**src/rtl/sram_rw_init_ctrl_pkg.sv**
```systemverilog
// Shared types and default widths for the SRAM RW0-port front-end controller.
package sram_ctrl_pkg;

    localparam int DEF_ADDR_W = 9;
    localparam int DEF_DATA_W = 8;

    typedef enum logic {
        INIT,
        RUN
    } state_e;

    typedef enum logic {
        PRIO_WR,
        PRIO_RD
    } prio_e;

endpackage : sram_ctrl_pkg

```
**src/rtl/sram_rw_init_ctrl_if.sv**
```systemverilog
// Host-side read/write request channels and read response channel.
interface sram_rw_init_ctrl_if #(
    parameter int ADDR_W = sram_ctrl_pkg::DEF_ADDR_W,
    parameter int DATA_W = sram_ctrl_pkg::DEF_DATA_W
) ();

    logic              rd_req_valid;
    logic              rd_req_ready;
    logic [ADDR_W-1:0] rd_req_addr;
    logic              rd_resp_valid;
    logic [DATA_W-1:0] rd_resp_data;

    logic              wr_req_valid;
    logic              wr_req_ready;
    logic [ADDR_W-1:0] wr_req_addr;
    logic [DATA_W-1:0] wr_req_data;
    logic [DATA_W-1:0] wr_req_mask;

    modport master (
        output rd_req_valid, rd_req_addr,
        input  rd_req_ready, rd_resp_valid, rd_resp_data,
        output wr_req_valid, wr_req_addr, wr_req_data, wr_req_mask,
        input  wr_req_ready
    );

    modport slave (
        input  rd_req_valid, rd_req_addr,
        output rd_req_ready, rd_resp_valid, rd_resp_data,
        input  wr_req_valid, wr_req_addr, wr_req_data, wr_req_mask,
        output wr_req_ready
    );

endinterface : sram_rw_init_ctrl_if

```
**src/rtl/sram_rw_init_ctrl_arb.sv**
```systemverilog
// Read/write arbiter for the single RW0 port; on conflict the loser gets the next conflict.
module sram_rw_arb
    import sram_ctrl_pkg::*;
(
    input  logic clock,
    input  logic reset_n,
    input  logic run,
    input  logic rd_valid,
    input  logic wr_valid,
    output logic rd_ready,
    output logic wr_ready,
    output logic gnt_rd,
    output logic gnt_wr
);

    prio_e prio_q, prio_d;

    // Each ready looks only at the other side's valid, never at its own.
    always_comb begin
        rd_ready = run && (!wr_valid || (prio_q == PRIO_RD));
        wr_ready = run && (!rd_valid || (prio_q == PRIO_WR));
        gnt_rd   = rd_ready && rd_valid;
        gnt_wr   = wr_ready && wr_valid;
        prio_d   = prio_q;
        if (run && rd_valid && wr_valid) begin
            prio_d = gnt_wr ? PRIO_RD : PRIO_WR;
        end
    end

    // NOTE: flops use non-blocking assignments so every register samples pre-edge values.
    always_ff @(posedge clock or negedge reset_n) begin
        if (!reset_n) begin
            prio_q <= PRIO_WR;
        end else begin
            prio_q <= prio_d;
        end
    end

endmodule : sram_rw_arb

```
**src/rtl/sram_rw_init_ctrl.sv**
```systemverilog
// SRAM RW0-port front end: clears the array after reset, then arbitrates reads and
// masked writes onto the port and returns read data two cycles after acceptance.
module sram_rw_init_ctrl
    import sram_ctrl_pkg::*;
#(
    parameter int                DEPTH         = 512,
    parameter int                ADDR_W        = DEF_ADDR_W,
    parameter int                DATA_W        = DEF_DATA_W,
    parameter bit                INIT_ON_RESET = 1'b1,
    parameter logic [DATA_W-1:0] INIT_VALUE    = '0
) (
    input  logic                clock,
    input  logic                reset_n,
    output logic                init_done,
    sram_rw_init_ctrl_if.slave  host,
    output logic                arr_en,
    output logic                arr_wmode,
    output logic [ADDR_W-1:0]   arr_addr,
    output logic [DATA_W-1:0]   arr_wmask,
    output logic [DATA_W-1:0]   arr_wdata,
    input  logic [DATA_W-1:0]   arr_rdata
);

    localparam logic [ADDR_W-1:0] LAST_ADDR   = ADDR_W'(DEPTH - 1);
    localparam state_e            RESET_STATE = INIT_ON_RESET ? INIT : RUN;

    state_e            state_q, state_d;
    logic [ADDR_W-1:0] init_cnt_q, init_cnt_d;
    logic              init_done_q, init_done_d;
    logic              rd_pend_q, rd_pend_d;
    logic              rd_resp_valid_q, rd_resp_valid_d;
    logic [DATA_W-1:0] rd_resp_data_q, rd_resp_data_d;
    logic              rd_ready, wr_ready, gnt_rd, gnt_wr;

    sram_rw_arb u_arb (
        .clock    (clock),
        .reset_n  (reset_n),
        .run      (state_q == RUN),
        .rd_valid (host.rd_req_valid),
        .wr_valid (host.wr_req_valid),
        .rd_ready (rd_ready),
        .wr_ready (wr_ready),
        .gnt_rd   (gnt_rd),
        .gnt_wr   (gnt_wr)
    );

    // NOTE: every signal gets a default first so no path through the block infers a latch.
    always_comb begin
        state_d         = state_q;
        init_cnt_d      = init_cnt_q;
        init_done_d     = init_done_q;
        arr_en          = 1'b0;
        arr_wmode       = 1'b0;
        arr_addr        = '0;
        arr_wmask       = '0;
        arr_wdata       = '0;
        rd_pend_d       = gnt_rd;
        rd_resp_valid_d = rd_pend_q;
        rd_resp_data_d  = rd_pend_q ? arr_rdata : rd_resp_data_q;

        case (state_q)
            INIT: begin
                arr_en     = 1'b1;
                arr_wmode  = 1'b1;
                arr_addr   = init_cnt_q;
                arr_wmask  = '1;
                arr_wdata  = INIT_VALUE;
                init_cnt_d = init_cnt_q + 1'b1;
                if (init_cnt_q == LAST_ADDR) begin
                    state_d     = RUN;
                    init_done_d = 1'b1;
                end
            end
            RUN: begin
                if (gnt_wr) begin
                    arr_en    = 1'b1;
                    arr_wmode = 1'b1;
                    arr_addr  = host.wr_req_addr;
                    arr_wmask = host.wr_req_mask;
                    arr_wdata = host.wr_req_data;
                end else if (gnt_rd) begin
                    arr_en   = 1'b1;
                    arr_addr = host.rd_req_addr;
                end
            end
        endcase
    end

    always_ff @(posedge clock or negedge reset_n) begin
        if (!reset_n) begin
            state_q         <= RESET_STATE;
            init_cnt_q      <= '0;
            init_done_q     <= !INIT_ON_RESET;
            rd_pend_q       <= 1'b0;
            rd_resp_valid_q <= 1'b0;
            rd_resp_data_q  <= '0;
        end else begin
            state_q         <= state_d;
            init_cnt_q      <= init_cnt_d;
            init_done_q     <= init_done_d;
            rd_pend_q       <= rd_pend_d;
            rd_resp_valid_q <= rd_resp_valid_d;
            rd_resp_data_q  <= rd_resp_data_d;
        end
    end

    assign init_done          = init_done_q;
    assign host.rd_req_ready  = rd_ready;
    assign host.wr_req_ready  = wr_ready;
    assign host.rd_resp_valid = rd_resp_valid_q;
    assign host.rd_resp_data  = rd_resp_data_q;

endmodule : sram_rw_init_ctrl
```
**src/flat_wrapper.sv**
```systemverilog
// flat-port wrapper written by rule: the top's interface ports become plain ports
module sram_rw_init_ctrl_flat import sram_ctrl_pkg::*;
#(
    parameter int                DEPTH         = 512,
    parameter int                ADDR_W        = DEF_ADDR_W,
    parameter int                DATA_W        = DEF_DATA_W,
    parameter bit                INIT_ON_RESET = 1'b1,
    parameter logic [DATA_W-1:0] INIT_VALUE    = '0
)
  (clock, reset_n, init_done, arr_en, arr_wmode, arr_addr, arr_wmask, arr_wdata, arr_rdata, host_rd_req_valid, host_rd_req_addr, host_rd_req_ready, host_rd_resp_valid, host_rd_resp_data, host_wr_req_valid, host_wr_req_addr, host_wr_req_data, host_wr_req_mask, host_wr_req_ready);
  sram_rw_init_ctrl_if #(.ADDR_W(ADDR_W), .DATA_W(DATA_W)) host_i ();
  input  logic clock;
  input  logic reset_n;
  output logic init_done;
  output logic arr_en;
  output logic arr_wmode;
  output logic [ADDR_W-1:0] arr_addr;
  output logic [DATA_W-1:0] arr_wmask;
  output logic [DATA_W-1:0] arr_wdata;
  input  logic [DATA_W-1:0] arr_rdata;
  input wire logic [$bits(host_i.rd_req_valid)-1:0] host_rd_req_valid;
  input wire logic [$bits(host_i.rd_req_addr)-1:0] host_rd_req_addr;
  output wire logic [$bits(host_i.rd_req_ready)-1:0] host_rd_req_ready;
  output wire logic [$bits(host_i.rd_resp_valid)-1:0] host_rd_resp_valid;
  output wire logic [$bits(host_i.rd_resp_data)-1:0] host_rd_resp_data;
  input wire logic [$bits(host_i.wr_req_valid)-1:0] host_wr_req_valid;
  input wire logic [$bits(host_i.wr_req_addr)-1:0] host_wr_req_addr;
  input wire logic [$bits(host_i.wr_req_data)-1:0] host_wr_req_data;
  input wire logic [$bits(host_i.wr_req_mask)-1:0] host_wr_req_mask;
  output wire logic [$bits(host_i.wr_req_ready)-1:0] host_wr_req_ready;
  assign host_i.rd_req_valid = host_rd_req_valid;
  assign host_i.rd_req_addr = host_rd_req_addr;
  assign host_rd_req_ready = host_i.rd_req_ready;
  assign host_rd_resp_valid = host_i.rd_resp_valid;
  assign host_rd_resp_data = host_i.rd_resp_data;
  assign host_i.wr_req_valid = host_wr_req_valid;
  assign host_i.wr_req_addr = host_wr_req_addr;
  assign host_i.wr_req_data = host_wr_req_data;
  assign host_i.wr_req_mask = host_wr_req_mask;
  assign host_wr_req_ready = host_i.wr_req_ready;
  sram_rw_init_ctrl #(.DEPTH(DEPTH), .ADDR_W(ADDR_W), .DATA_W(DATA_W), .INIT_ON_RESET(INIT_ON_RESET), .INIT_VALUE(INIT_VALUE)) u_core (.clock(clock), .reset_n(reset_n), .init_done(init_done), .host(host_i), .arr_en(arr_en), .arr_wmode(arr_wmode), .arr_addr(arr_addr), .arr_wmask(arr_wmask), .arr_wdata(arr_wdata), .arr_rdata(arr_rdata));
endmodule
```
**config.mk**
```make
export PLATFORM = sky130hd
export DESIGN_NAME = sram_rw_init_ctrl_flat
export DESIGN_NICKNAME = d
export VERILOG_FILES = /design/src/rtl/sram_rw_init_ctrl_pkg.sv /design/src/rtl/sram_rw_init_ctrl_if.sv /design/src/rtl/sram_rw_init_ctrl_arb.sv /design/src/rtl/sram_rw_init_ctrl.sv /design/src/flat_wrapper.sv
export SDC_FILE = /design/constraint.sdc
export NUM_CORES = 1
export LEC_CHECK = 0
export ABC_CLOCK_PERIOD_IN_PS = 3100
export BUFFER_PORTS_ARGS = -buffer_cell sky130_fd_sc_hd__buf_2
export CORE_ASPECT_RATIO = 1.1
export CORE_UTILIZATION = 45
export CTS_BUF_LIST = sky130_fd_sc_hd__clkbuf_8
export DETAILED_ROUTE_END_ITERATION = 8
export PLACE_DENSITY = 0.87
export SLEW_MARGIN = 20
export SYNTH_ARGS = -nofsm -noshare
export SYNTH_HDL_FRONTEND = slang
export SYNTH_SLANG_ARGS = --single-unit
export TNS_END_PERCENT = 10
```
**constraint.sdc**
```tcl
create_clock -name clock -period 3.1 [get_ports clock]
set_clock_uncertainty 0.15 [all_clocks]
set_input_delay 0.31 -clock clock [delete_from_list [all_inputs] [get_ports clock]]
set_output_delay 0.31 -clock clock [all_outputs]
set_load 0.01 [all_outputs]
```
=== Word level (Yosys, flattened, before mapping) ===
Index checks and enable logic that the tools add are counted.

* Flip-flop bits (word level): 22
* Bits in latches: 0
* Memory bits (writable): 0
* Bits in read-only memories: 0
* Input bits: 46
* Output and inout port bits: 39
* Logic and storage cells: 36
* Memories: 0

* Add/subtract/negate cells: 1
* Multipliers: 0
* Div/mod/pow operators: 0
* Order comparisons: 0
* Equality and inequality tests: 1
* Shift-type cells: 0
* Muxes and demuxes: 14
* Bitwise gates (word level): 2
* Reductions and logical operators: 11

{| class="wikitable"
|+ Operators with widths
! operator !! count
|-
| one-hot mux 8 bit (2 select lines) || 2
|-
| two-way mux 9 bit || 2
|-
| one-hot mux 9 bit (2 select lines) || 1
|-
| two-way mux 8 bit || 2
|-
| adder 9 x 1 -> 9 bit (second input constant) || 1
|-
| == test 9 bit (second input constant) || 1
|-
| logical AND 1 bit || 6
|-
| two-way mux 1 bit || 5
|-
| one-hot mux 1 bit (2 select lines) || 2
|-
| logical NOT 1 bit || 2
|-
| logical OR 1 bit || 2
|-
| inverter 1 bit || 2
|-
| AND reduction 2 bit || 1
|}

=== Longest topological paths before layout ===
* Depth after elaboration: 7
* Mapped depth: 5
* Depth with buffers taken out: 5

=== Hierarchy ===
A second synthesis with hierarchy kept.

* Cell total of the unflattened synthesis: 128
* Area total of the unflattened synthesis: 1212.4 um^2

{| class="wikitable"
|+ By module, submodules not included
! module !! times used !! cells each !! area an instance (um^2) !! seq. area each (um^2)
|-
| sram_rw_init_ctrl || 1 || 120 || 1136.1 || 525.5
|-
| sram_rw_arb || 1 || 8 || 76.3 || 25.0
|}

=== Worst setup path after synthesis ===
Ideal clock, no wire load.

* Path kind: register to output
* Start point: register u_core.u_arb.prio_q
* End point: output arr_addr[1]
* Data arrival time: 1.248 ns
* Data required time: 2.640 ns
* Setup slack: 1.392 ns
* Stages on the path, launching flop included: 5
* Path buffers: 1
* Path through: dfrtp_1 -> nand2b_1 -> and3_1 -> buf_2 -> a221o_1

* Cells in the longest elaborated chain, start to end: 6
* Elaborated cells between the ends (all ways): 10
* Classes of those cells: 3 x mux; 1 x bitwise; 6 x reduce/logical

{| class="wikitable"
|+ Ends and longest elaborated chain
! item !! RTL line !! source
|-
| start, declared || sram_rw_init_ctrl_arb.sv:16 || <nowiki>prio_e prio_q, prio_d;</nowiki>
|-
| start signal, assigned || sram_rw_init_ctrl_arb.sv:35 || <nowiki>prio_q <= prio_d;</nowiki>
|-
| logical OR 1 bit || sram_rw_init_ctrl_arb.sv:20 || <nowiki>rd_ready = run && (!wr_valid || (prio_q == PRIO_RD));</nowiki>
|-
| logical AND 1 bit || sram_rw_init_ctrl_arb.sv:20 ||
|-
| logical AND 1 bit || sram_rw_init_ctrl_arb.sv:22 || <nowiki>gnt_rd = rd_ready && rd_valid;</nowiki>
|-
| named net u_core.gnt_rd || sram_rw_init_ctrl.sv:33 || <nowiki>logic rd_ready, wr_ready, gnt_rd, gnt_wr;</nowiki>
|-
| two-way mux 9 bit || sram_rw_init_ctrl.sv:81 || <nowiki>end else if (gnt_rd) begin</nowiki>
|-
| two-way mux 9 bit || sram_rw_init_ctrl.sv:75 || <nowiki>if (gnt_wr) begin</nowiki>
|-
| one-hot mux 9 bit (2 select lines) || sram_rw_init_ctrl.sv:61 || <nowiki>case (state_q)</nowiki>
|-
| end, declared || flat_wrapper.sv:17 || <nowiki>output logic [ADDR_W-1:0] arr_addr;</nowiki>
|}

The timed path passes the listed nets, and every way through them passes these cells.

=== Final worst setup path ===
* Start point: register u_core.state_q
* End point: output arr_addr[7]

* Cells in the longest elaborated chain, start to end: 5
* Elaborated cells between the ends (all ways): 8
* Classes of those cells: 3 x mux; 1 x bitwise; 4 x reduce/logical

{| class="wikitable"
|+ Ends and longest elaborated chain
! item !! RTL line !! source
|-
| start, declared || sram_rw_init_ctrl.sv:27 || <nowiki>state_e state_q, state_d;</nowiki>
|-
| start signal, assigned || sram_rw_init_ctrl.sv:98 || <nowiki>state_q <= state_d;</nowiki>
|-
| logical AND 1 bit || sram_rw_init_ctrl_arb.sv:20 ||
|-
| logical AND 1 bit || sram_rw_init_ctrl_arb.sv:22 ||
|-
| two-way mux 9 bit || sram_rw_init_ctrl.sv:81 ||
|-
| two-way mux 9 bit || sram_rw_init_ctrl.sv:75 ||
|-
| one-hot mux 9 bit (2 select lines) * || sram_rw_init_ctrl.sv:61 ||
|}

Mark *: on every way between the ends. The rest lies on a longest branch, timed or not.

==> results.md <==
- The worst setup path is launched from a register.
- The layer with the highest usage is met2.
- The last element of the critical path is arr_addr[7].
- In the synthesized netlist, the cells that appear most often are dfrtp_1 (22), mux2_2 (10), a21o_1 (9), and2_1 (9).
- After layout, the minimum clock period comes to 2.546 ns.
- After floorplanning, the core was sized to cover between 2000 and 3000 um^2.
- After detailed routing, the average wire length per cell comes to between 10 and 15 um.
- Summing over every cut layer, the via total after detailed routing is about 1200.
- Summed over all cells, the static leakage comes to between 0.9 and 1 nW.
- The full die area is 2900 um^2.
- The worst register-to-register path begins at u_core.init_cnt_q[0].
- In the final timing run, aggregate negative setup slack is 0 ns.
- The worst hold margin is about 0.12 ns.
- The maximum number of pins on one net before global-route repair is 26.
- The fraction of the cycle the final worst path needs is just over 80%.
- During placement, the flow inserted port buffers numbering 84.
- Of all cell types, the one taking the most synthesized area is dfrtp_1.
- The floorplan step set the die height to ~56 um.
- The net total in the final layout is 239.
- For the worst flop-to-flop path, the logic depth is 5.
- The flop-to-flop setup slack is around 1.5 ns.
- The die is between 50 and 60 um wide.
- After technology mapping, the gate count stands at roughly 110.
- Max-cap violations in this run came to 0.
- The synthesized design devotes to its leading area cell type a little under half of total area.
- The number of global-route vias before repair is ~1100.
- Setup repair after global routing left no endpoint under its margin.
- Counting the buffers created by CTS gives 3.
- The number of top-level design ports is 85.
- The number of endpoints with negative hold slack in the final report is 0.
- For the pin with the worst max-slew slack, the measured transition is slightly above 0.7 ns.
- The path class of the tightest hold or removal check is input port to register.
- Routability-driven placement finished with a final weighted congestion of between 0.8 and 0.9.
- The max-slew violation count is 0.
- Headroom to the max-slew limit came out at between 50% and 60%.
- In this run the number of H-tree levels came out at 1.
- In this run, synthesis produced a sequential element count of 22.
- The number of setup violations in the final report is 0.
- The antenna cell count is 0.
- The post-synthesis cell area is 1210 um^2.
- For this design, the sink count on the clock tree is 22.
- The met3 global-route usage is roughly 5.4%.
- The clock root buffer master is clkbuf_8.
- The register area share after synthesis is between 40% and 50%.
- Summed over all layers, the global routing overflow is 0.
- The number of buffers on the longest clock path is 2.
- For the worst setup path, the data arrival time is roughly 2.1 ns.
- The effective utilization at floorplan is 48.01%.
- The post-synthesis async set-or-reset flop share is between 90% and 100%.
- After detailed routing, the number of vias per cell comes to roughly 5.2.
- In this run the worst setup path begins at u_core.state_q.
- The main flop type after synthesis is dfrtp_1.
- The number of iterations in the first detailed-routing pass is 4.
- The maximum frequency from static timing analysis is between 300 and 400 MHz.
- The synthesized design contains 0 enable-type register cells.
- After clock tree synthesis, the clock-pin slew on the worst setup and hold paths is about 0.08 ns.
- The aggregate global-route resource usage is 22.58%.
- The count of buffers added by post-CTS timing repair for setup is 0.
- The maximum ir drop on the vdd rail is about 0.35 mV.
- TritonCTS built the clock tree.
- The quantity of hold-fixing buffers added after cts is 1.
- The run finished with clean final reports.
- Once layout is done, the placed cells without fillers occupy approximately 1700 um^2.
- Counting distinct cell types in the post-synthesis netlist gives 27.
- The area growth from synthesis to layout is 39.71%.
- The fraction of layout cells with a size suffix above 1 is 52.63%.
- By area the synthesized netlist is led by dfrtp_1 (46%), mux2_2 (9.3%), a221o_1 (6.6%).
- The largest fanout of any net on the critical path is 25.
- The net count after synthesis is approximately 160.
- For the worst-skew pair, the clock arrives at the later sink with an insertion delay of about 0.26 ns.
- The worst setup path is of the register to output port kind.
- The fraction of met1 tracks used by global routing is around 28%.
- Data on the critical path is required at its endpoint by between 2 and 3 ns.
- The violation count after the first detailed-route iteration is 14.
- The average instance in the mapped netlist occupies between 10 and 15 um^2.
- The remaining antenna violation count after routing is 0.
- After detailed placement, the total cell area comes to 1609 um^2.
- After detailed routing, the total wire length is roughly 3 mm.
- The fraction of met2 tracks used by global routing is about 38%.
- The HPWL after detailed placement is 2.409 mm.
- By instance count, the leading cell after synthesis is dfrtp_1.
- The number of antenna violations at the first check in global routing is 0.
- The initialized floorplan defines 19 standard-cell rows.
- The first-pass GRT wire length is ~4.9 mm.
- STA classifies the critical path endpoint as an output port.
- The synthesis warning total is 0.
- Dividing total power by cell area gives a power density of 348.1 nW/um^2.
- In the routed design, unresolved DRC markers number 0.
- The post-CTS resize count is 0.
- The worst register-to-register path ends at u_core.init_cnt_q[8].
==> power breakdown <==
group / switching [mW] / internal, mW / leakage [nW] / total (mW)
Combinational: 0.0163 / 0.0214 / 0.614 / 0.0377
Clock: 0.0915 / 0.173 / 0.0357 / 0.264
Sequential: 0 / 0.287 / 0.293 / 0.287
==> logic make-up (layout without fill, tap and decap cells) <==
logic type      after synthesis  after routing  share of synthesized area [%]
flops                        22             22                          45.50
fa+ha+maj                     2              2                          2.068
buf+inv                       9             90                          5.273
simple gates                 39             39                          18.92
compound gates               19             19                          13.13
xor+xnor                      8              8                          5.791
mux                          10             10                          9.307
==> worst min-delay path by stage <==
stage                  from                     endpoint  slack [ns]  cells after the start
6_report       arr_rdata[2]  u_core.host.rd_resp_data[2]        0.12                      2
5_1_grt        arr_rdata[0]  u_core.host.rd_resp_data[0]        0.12                      2
4_1_cts        arr_rdata[2]  u_core.host.rd_resp_data[2]        0.12                      2
3_5_place_dp        reset_n  u_core.host.rd_resp_data[6]        0.14                      1
3_3_place_gp        reset_n  u_core.host.rd_resp_data[4]        0.13                      1
2_1_floorplan       reset_n  u_core.host.rd_resp_data[0]       -0.14                      0
==> sequential cells by signal, indices dropped and copies added, names as in the netlist <==
register and cells:
u_core.u_arb.prio_q 1, u_core.rd_pend_q 1, u_core.state_q 1, u_core.init_cnt_q 9, u_core.init_done 1, u_core.host.rd_resp_valid 1
u_core.host.rd_resp_data 8
==> cell usage in the layout, fill, tap and decap left out, drive strengths merged <==
cell / count
a21o: 9
a21oi: 1
a221o: 8
a31oi: 1
and2: 9
and3: 2
and4: 2
buf: 84
bufinv: 1
clkbuf: 3
dfrtp: 22
dlygate4sd3: 1
ha: 2
inv: 1
mux2: 10
nand2: 4
nand2b: 2
nand3: 5
nand4: 1
nand4b: 1
nor2: 3
nor2b: 8
or2: 1
or3: 1
xnor2: 7
xor2: 1
==> worst max-delay path, stage by stage (launching register included) <==
cell	delay, ns
dfrtp_1	0.72
and3_1	0.73
a221o_1	0.25
buf_2	0.13
==> stage by stage <==
step / setup slack (ns) / power, mW / util [%] / std cells
floorplan: 1.392 / 0.2940 / - / 109
global placement: 0.9682 / 0.3292 / 63.85 / 216
detailed placement: 0.8482 / 0.3294 / 63.85 / 216
CTS: 0.5595 / 0.5963 / 67.08 / 221
global route: 0.3848 / 0.6108 / 67.08 / 221
finish: 0.5538 / 0.5885 / 67.08 / 221
==> area by class of cell <==
type	count	area, um^2
Clock buffer	3	41.29
Clock inverter	1	30.03
Fill cell	203	829.5
Inverter	1	3.754
Multi-Input combinational cell	78	595.6
Sequential cell	22	550.5
Tap cell	31	38.79
Timing Repair Buffer	85	430.4
==> layer usage <==
layer	part of all wire [%]	up-vias	wire (um)
met5	0	-	0
li1	-	551	-
met2	45	70	1362
met4	1.4	0	44
met3	9.8	5	299
met1	44	524	1332
No activity file was read; power rests on OpenSTA's default activity.
